<file path="src/rtl/shift_seq9900.sv">
// Multi-cycle sequencer for TMS9900 SLA/SRA/SRC/SRL.
// Drives a single-bit-shift ALU one pass per clock and accumulates status.
module shift_seq9900 #(
    parameter bit R0_COUNT = 1'b1
) (
    input  logic        clk,
    input  logic        reset_n,
    input  logic        start,
    input  logic [3:0]  shift_op,
    input  logic [3:0]  count_field,
    input  logic [3:0]  r0_low,
    input  logic [15:0] operand,
    output logic [3:0]  alu_ope,
    output logic [15:0] alu_arg2,
    input  logic [15:0] alu_result,
    input  logic        alu_carry,
    input  logic        alu_ovf,
    output logic        busy,
    output logic        done,
    output logic [15:0] result,
    output logic        st_lgt,
    output logic        st_agt,
    output logic        st_eq,
    output logic        st_c,
    output logic        st_o
);

    typedef enum logic [1:0] {
        IDLE,
        SHIFT,
        DONE
    } state_t;

    state_t      state;
    logic [3:0]  op;
    logic [15:0] work;
    logic [4:0]  cnt;
    logic        c_acc;
    logic        o_acc;
    logic [4:0]  n_cnt;
    logic        o_nxt;

    assign alu_ope  = op;
    assign alu_arg2 = work;

    // A zero count field falls back to R0, where zero again means 16.
    always_comb begin
        n_cnt = 5'd16;
        if (count_field != 4'h0)
            n_cnt = {1'b0, count_field};
        else if (R0_COUNT && r0_low != 4'h0)
            n_cnt = {1'b0, r0_low};
    end

    // Overflow only accumulates for arithmetic left shifts.
    assign o_nxt = o_acc | (alu_ovf & (op == 4'hc));

    always_ff @(posedge clk or negedge reset_n) begin
        if (!reset_n) begin
            state  <= IDLE;
            op     <= 4'hf;
            work   <= 16'h0000;
            cnt    <= 5'd0;
            c_acc  <= 1'b0;
            o_acc  <= 1'b0;
            busy   <= 1'b0;
            done   <= 1'b0;
            result <= 16'h0000;
            st_lgt <= 1'b0;
            st_agt <= 1'b0;
            st_eq  <= 1'b0;
            st_c   <= 1'b0;
            st_o   <= 1'b0;
        end else begin
            done <= 1'b0;
            unique case (state)
                IDLE: begin
                    if (start) begin
                        op    <= {2'b11, shift_op[1:0]};
                        work  <= operand;
                        cnt   <= n_cnt;
                        c_acc <= 1'b0;
                        o_acc <= 1'b0;
                        busy  <= 1'b1;
                        state <= SHIFT;
                    end
                end
                SHIFT: begin
                    work  <= alu_result;
                    c_acc <= alu_carry;
                    o_acc <= o_nxt;
                    cnt   <= cnt - 5'd1;
                    if (cnt == 5'd1) begin
                        state  <= DONE;
                        done   <= 1'b1;
                        result <= alu_result;
                        st_eq  <= (alu_result == 16'h0000);
                        st_lgt <= (alu_result != 16'h0000);
                        st_agt <= !alu_result[15]
                                  && (alu_result != 16'h0000);
                        st_c   <= alu_carry;
                        st_o   <= o_nxt;
                    end
                end
                DONE: begin
                    busy  <= 1'b0;
                    state <= IDLE;
                end
                default: state <= IDLE;
            endcase
        end
    end

endmodule

</file>
<file path="config.mk">
export PLATFORM = sky130hd
export DESIGN_NAME = shift_seq9900
export DESIGN_NICKNAME = d
export VERILOG_FILES = /design/src/rtl/shift_seq9900.sv
export SDC_FILE = /design/constraint.sdc
export NUM_CORES = 1
export LEC_CHECK = 0
export BUFFER_PORTS_ARGS = -buffer_cell sky130_fd_sc_hd__buf_2
export CAP_MARGIN = 20
export CORE_ASPECT_RATIO = 1.5
export CORE_UTILIZATION = 25
export DETAILED_ROUTE_END_ITERATION = 7
export GPL_TIMING_DRIVEN = 0
export HOLD_SLACK_MARGIN = 0.15
export SYNTH_ARGS = -nofsm -noshare
export SYNTH_HDL_FRONTEND = slang
export SYNTH_SLANG_ARGS = --single-unit
</file>
<file path="constraint.sdc">
create_clock -name clk -period 1.54 [get_ports clk]
set_input_delay 0.308 -clock clk [delete_from_list [all_inputs] [get_ports clk]]
set_output_delay 0.308 -clock clk [all_outputs]
set_load 0.1 [all_outputs]
</file>
Word-level counts from Yosys, hierarchy flattened --
Index checks and enable logic that the tools add are counted.
Storage, ports and cells: flip-flop bits (word level) 49, input port bits 49, output and inout port bits 43, logic and storage cells 51
Operators by class: add/subtract/negate cells 1, equal/unequal tests 5, mux-type cells 15, bitwise operators 2, reductions and logical operators 15
Operator list (count):
- one-hot mux 16 bit (2 select lines) | 1
- zero test 16 bit | 1
- two-way mux 16 bit | 1
- nonzero test 16 bit | 1
- two-way mux 5 bit | 3
- one-hot mux 5 bit (2 select lines) | 1
- AND reduction 2 bit | 5
- nonzero test 4 bit | 2
- == test 5 x 1 -> 1 bit (second input constant) | 1
- subtractor 5 x 1 -> 5 bit (second input constant) | 1
- zero test 2 bit | 2
- two-way mux 1 bit | 4
- two-way mux 2 bit | 2
- inequality test 2 bit (second input constant) | 2
- one-hot mux 1 bit (2 select lines) | 2
- one-hot mux 2 bit (2 select lines) | 1
- nonzero test 2 bit | 2
- == test 2 x 1 -> 1 bit (second input constant) | 1
- == test 2 bit (second input constant) | 1
- bitwise AND 1 bit | 1
- logical AND 1 bit | 1
- zero test 1 bit | 1
- bitwise OR 1 bit | 1

Depth between registers and ports, before layout --
depth after elaboration 5, gate-level depth with buffers 6

Worst setup path before layout --
No wires, ideal clock.
path kind register -> register, start register cnt[1], end register result[10], arrival time 1337 ps, required time 1415 ps, slack 78 ps, stages on the path, launching flop included 7, path buffers 1, period minus slack after synthesis 1462 ps, cell sequence dfrtp_1 > inv_1 > ha_1 > nor4b_4 > nand2_2 > buf_6 > mux2_4
Between the ends: longest elaborated chain between the ends 2
RTL lines:
- from (decl) | line 37 | logic [4:0] cnt;
- from (signal assigned) | line 81 | cnt <= n_cnt;
- from (signal assigned) | line 92 | cnt <= cnt - 5'd1;
- == test 5 x 1 -> 1 bit | line 93 | if (cnt == 5'd1) begin
- AND reduction 2 bit (no line)
- to (signal assigned) | line 96 | result <= alu_result;
- to (decl) | line 20 | output logic [15:0] result,
Every way passes these cells. A chain may end at the register's enable or synchronous reset.

Worst setup path in the final report --
start register cnt[1], end register result[1]
Same word-level chain as after synthesis.

==> qor.txt <==
Crit-path slowest cell: dfrtp_1
WL final: 6.308 mm
kind of critical path: reg2reg
launch point of the worst reg-to-reg path: cnt[1]
vias per cell: 4.678
I/O pins: 92
Worst slew margin: 0.6003
setup TNS: -51.56 ps
maxcap violations: 0
hold path startpoint: shift_op[0]
Startpoint Class: flip-flop
layer with the highest usage: met2
Overall Global Routing Usage: 0.1423
CTS sink cnt: 49
crit path time final: 1549 ps
TritonRoute pass-1 iters: 4
Mapped Area: 2256 sq um
Worst Hold Class: in2reg
GP Congestion: 0.7778
antenna-violating nets left: 0
clk_lat worst skew: 290 ps
share of cells above drive strength 1: 0.4542
crit-path max FO: 10
failing checks: negative setup slack
final core utilization: 0.3494
prevailing post-synth register cell: dfrtp_1
synthesized flop and latch total: 49
hold path cells: 3
Synth warnings: 0
Distinct cells, synth: 38
Die Y: 118.3 microns
DRC errors left: 0
detailed placement HPWL: 4.841 mm
detailed-route wire length per cell: 15.16 microns
Post-synth EDFFs: 0
initial antenna violation count: 0
total grt overflow: 0
CP endpoint kind: flip-flop
crit path cell chain: inv_2 -> ha_4 -> nor4b_4 -> nand2_2 -> buf_6 -> mux2_4
Crit. Startpoint: cnt[1]
most frequent cells in the layout: buf_2 (90), dfrtp_1 (46), nand2_1 (38)
Post-Syn Instances: 207
WP data required: 1710 ps
max frequency: 645.4 MHz
routed vias: 1,946
final hold vios: 0
worst-margin pin slew: 594.1 ps
Die Area: 9415 sq um
CTS tree: done
commonest non-fill, non-tap cell in the layout: buf_2
DIE WIDTH: 79.56 microns
post-route clock period utilization: 1.006
largest net degree at the start of global routing: 29
Slew Limit Fails: 0
initial core utilization: 0.2571
Layout Nets: 358
Antenna Cells: 0
first-pass GRT wire length: 10.01 mm
met2 usage: 0.2409
row count: 42
CTS buffer count: 5
# setup viols final: 11
Avg Inst Size Synth: 10.90 sq um
drt initial violations: 73
GR Util met1: 0.1668
clk slew on worst S/H paths: 60 ps
cell family with most CP delay: flip-flops
met3 Usage GRT: 0.03707
area delta synth->final: 35.94%
vias in the first global route: 1,922
asr flop ratio synth: 1.000
final setup margin: -9.380 ps
outcome: complete, but fails checks
Crit path buffers/inverters: 2
Reg2Reg Depth: 6
Clock Skew: 6.062 ps
Max clock buf depth: 2
RSZ-0062 raised after global routing: true
CP arrival: 1720 ps
htree depth: 2
port bufs: 87
post-synthesis sequential area ratio: 0.5446
slowest cell delay on critical path: 390 ps
r2r setup slk: -9 ps
Clock Tree Root: clkbuf_16
filler instances: 888
Place WS: -106.0 ps
CORE AREA: 8776 sq um
Hold EP: alu_ope[0]
RR Endpoint: result[1]
[repair_timing]
item,4_1_cts,5_1_grt
buffers inserted,2,2
hold buffers,1,0
gates resized for setup,12,4
pin swaps,0,0
hold endpoints to repair,21,0
setup endpoints to repair,37,40
[worst max path at each step]
stage               depth (start not counted)  slack (ps)    endpoint
detailed placement                          4        -110      st_lgt
CTS                                         5         -50   result[1]
finish                                      6          -9   result[1]
global placement                            4        -110      st_lgt
global route                                6        -110  result[13]
floorplan                                   6          80  result[10]
[state kept, by name (all words and copies together) (netlist names)]
register  cells
st_c          1
done          1
st_eq         1
alu_ope       2
result       16
state         2
st_o          1
st_lgt        1
o_acc         1
st_agt        1
cnt           5
busy          1
alu_arg2     16
[per-layer routing]
layer	routed length, microns	up-vias
li1	-	915
met1	2620	961
met2	3289	61
met3	281	9
met4	116	0
met5	0	-
[through the flow]
stage	hold WS (ps)	instances	instance area, sq um
after floorplan	12.41	208	2260
after global placement	456.3	405	2833
after detailed placement	314.2	406	2853
after CTS	199.2	415	3042
after global routing	218.5	416	3067
final	204.8	416	3067
[worst reg2reg max path, cell delays in order (launching register included)]
cell	delay, ps
dfrtp_1	390
inv_2	80
ha_4	120
nor4b_4	220
nand2_2	140
buf_6	180
mux2_4	300
[synthesized netlist by cell type, types with 2 or more instances]
cell type	count	share of area
nor3_1	5	0.011
nor4_1	7	0.019
mux2_2	2	0.010
buf_2	6	0.013
buf_4	2	0.0067
dfrtp_1	47	0.52
nor3b_1	2	0.0067
a21oi_1	4	0.0089
clkbuf_1	3	0.0050
nor2_1	18	0.030
mux2_4	16	0.11
a211oi_1	6	0.020
inv_1	5	0.0083
a31oi_1	16	0.044
nand2_1	38	0.063
ha_1	2	0.011
o21ai_0	5	0.011
dfstp_2	2	0.023
buf_6	2	0.010
[final cells by class]
class	count	area (sq um)	area share
Inverter	5	18.77	0.006120
Clock buffer	5	125.1	0.04080
Timing Repair Buffer	93	500.5	0.1632
Sequential cell	49	1230	0.4011
Multi-Input combinational cell	140	959.7	0.3129
Buffer	13	90.09	0.02938
Tap cell	110	137.6	0.04488
Clock inverter	1	5.005	0.001632
[cells by family after synthesis]
group | after synthesis | share of synthesized area
flip-flops | 49 | 0.5446
buffers and inverters | 19 | 0.04492
adder cells (fa/ha/maj) | 2 | 0.01109
XOR/XNOR | 2 | 0.007766
other | 1 | 0.001662
AND/OR/NAND/NOR | 80 | 0.1719
multiplexers | 19 | 0.1209
AO/OA/AOI/OAI | 35 | 0.09706
Power is left out: the tool's default activity adds up to more than one toggle a clock period on the data nets, which glitch-free logic cannot reach.
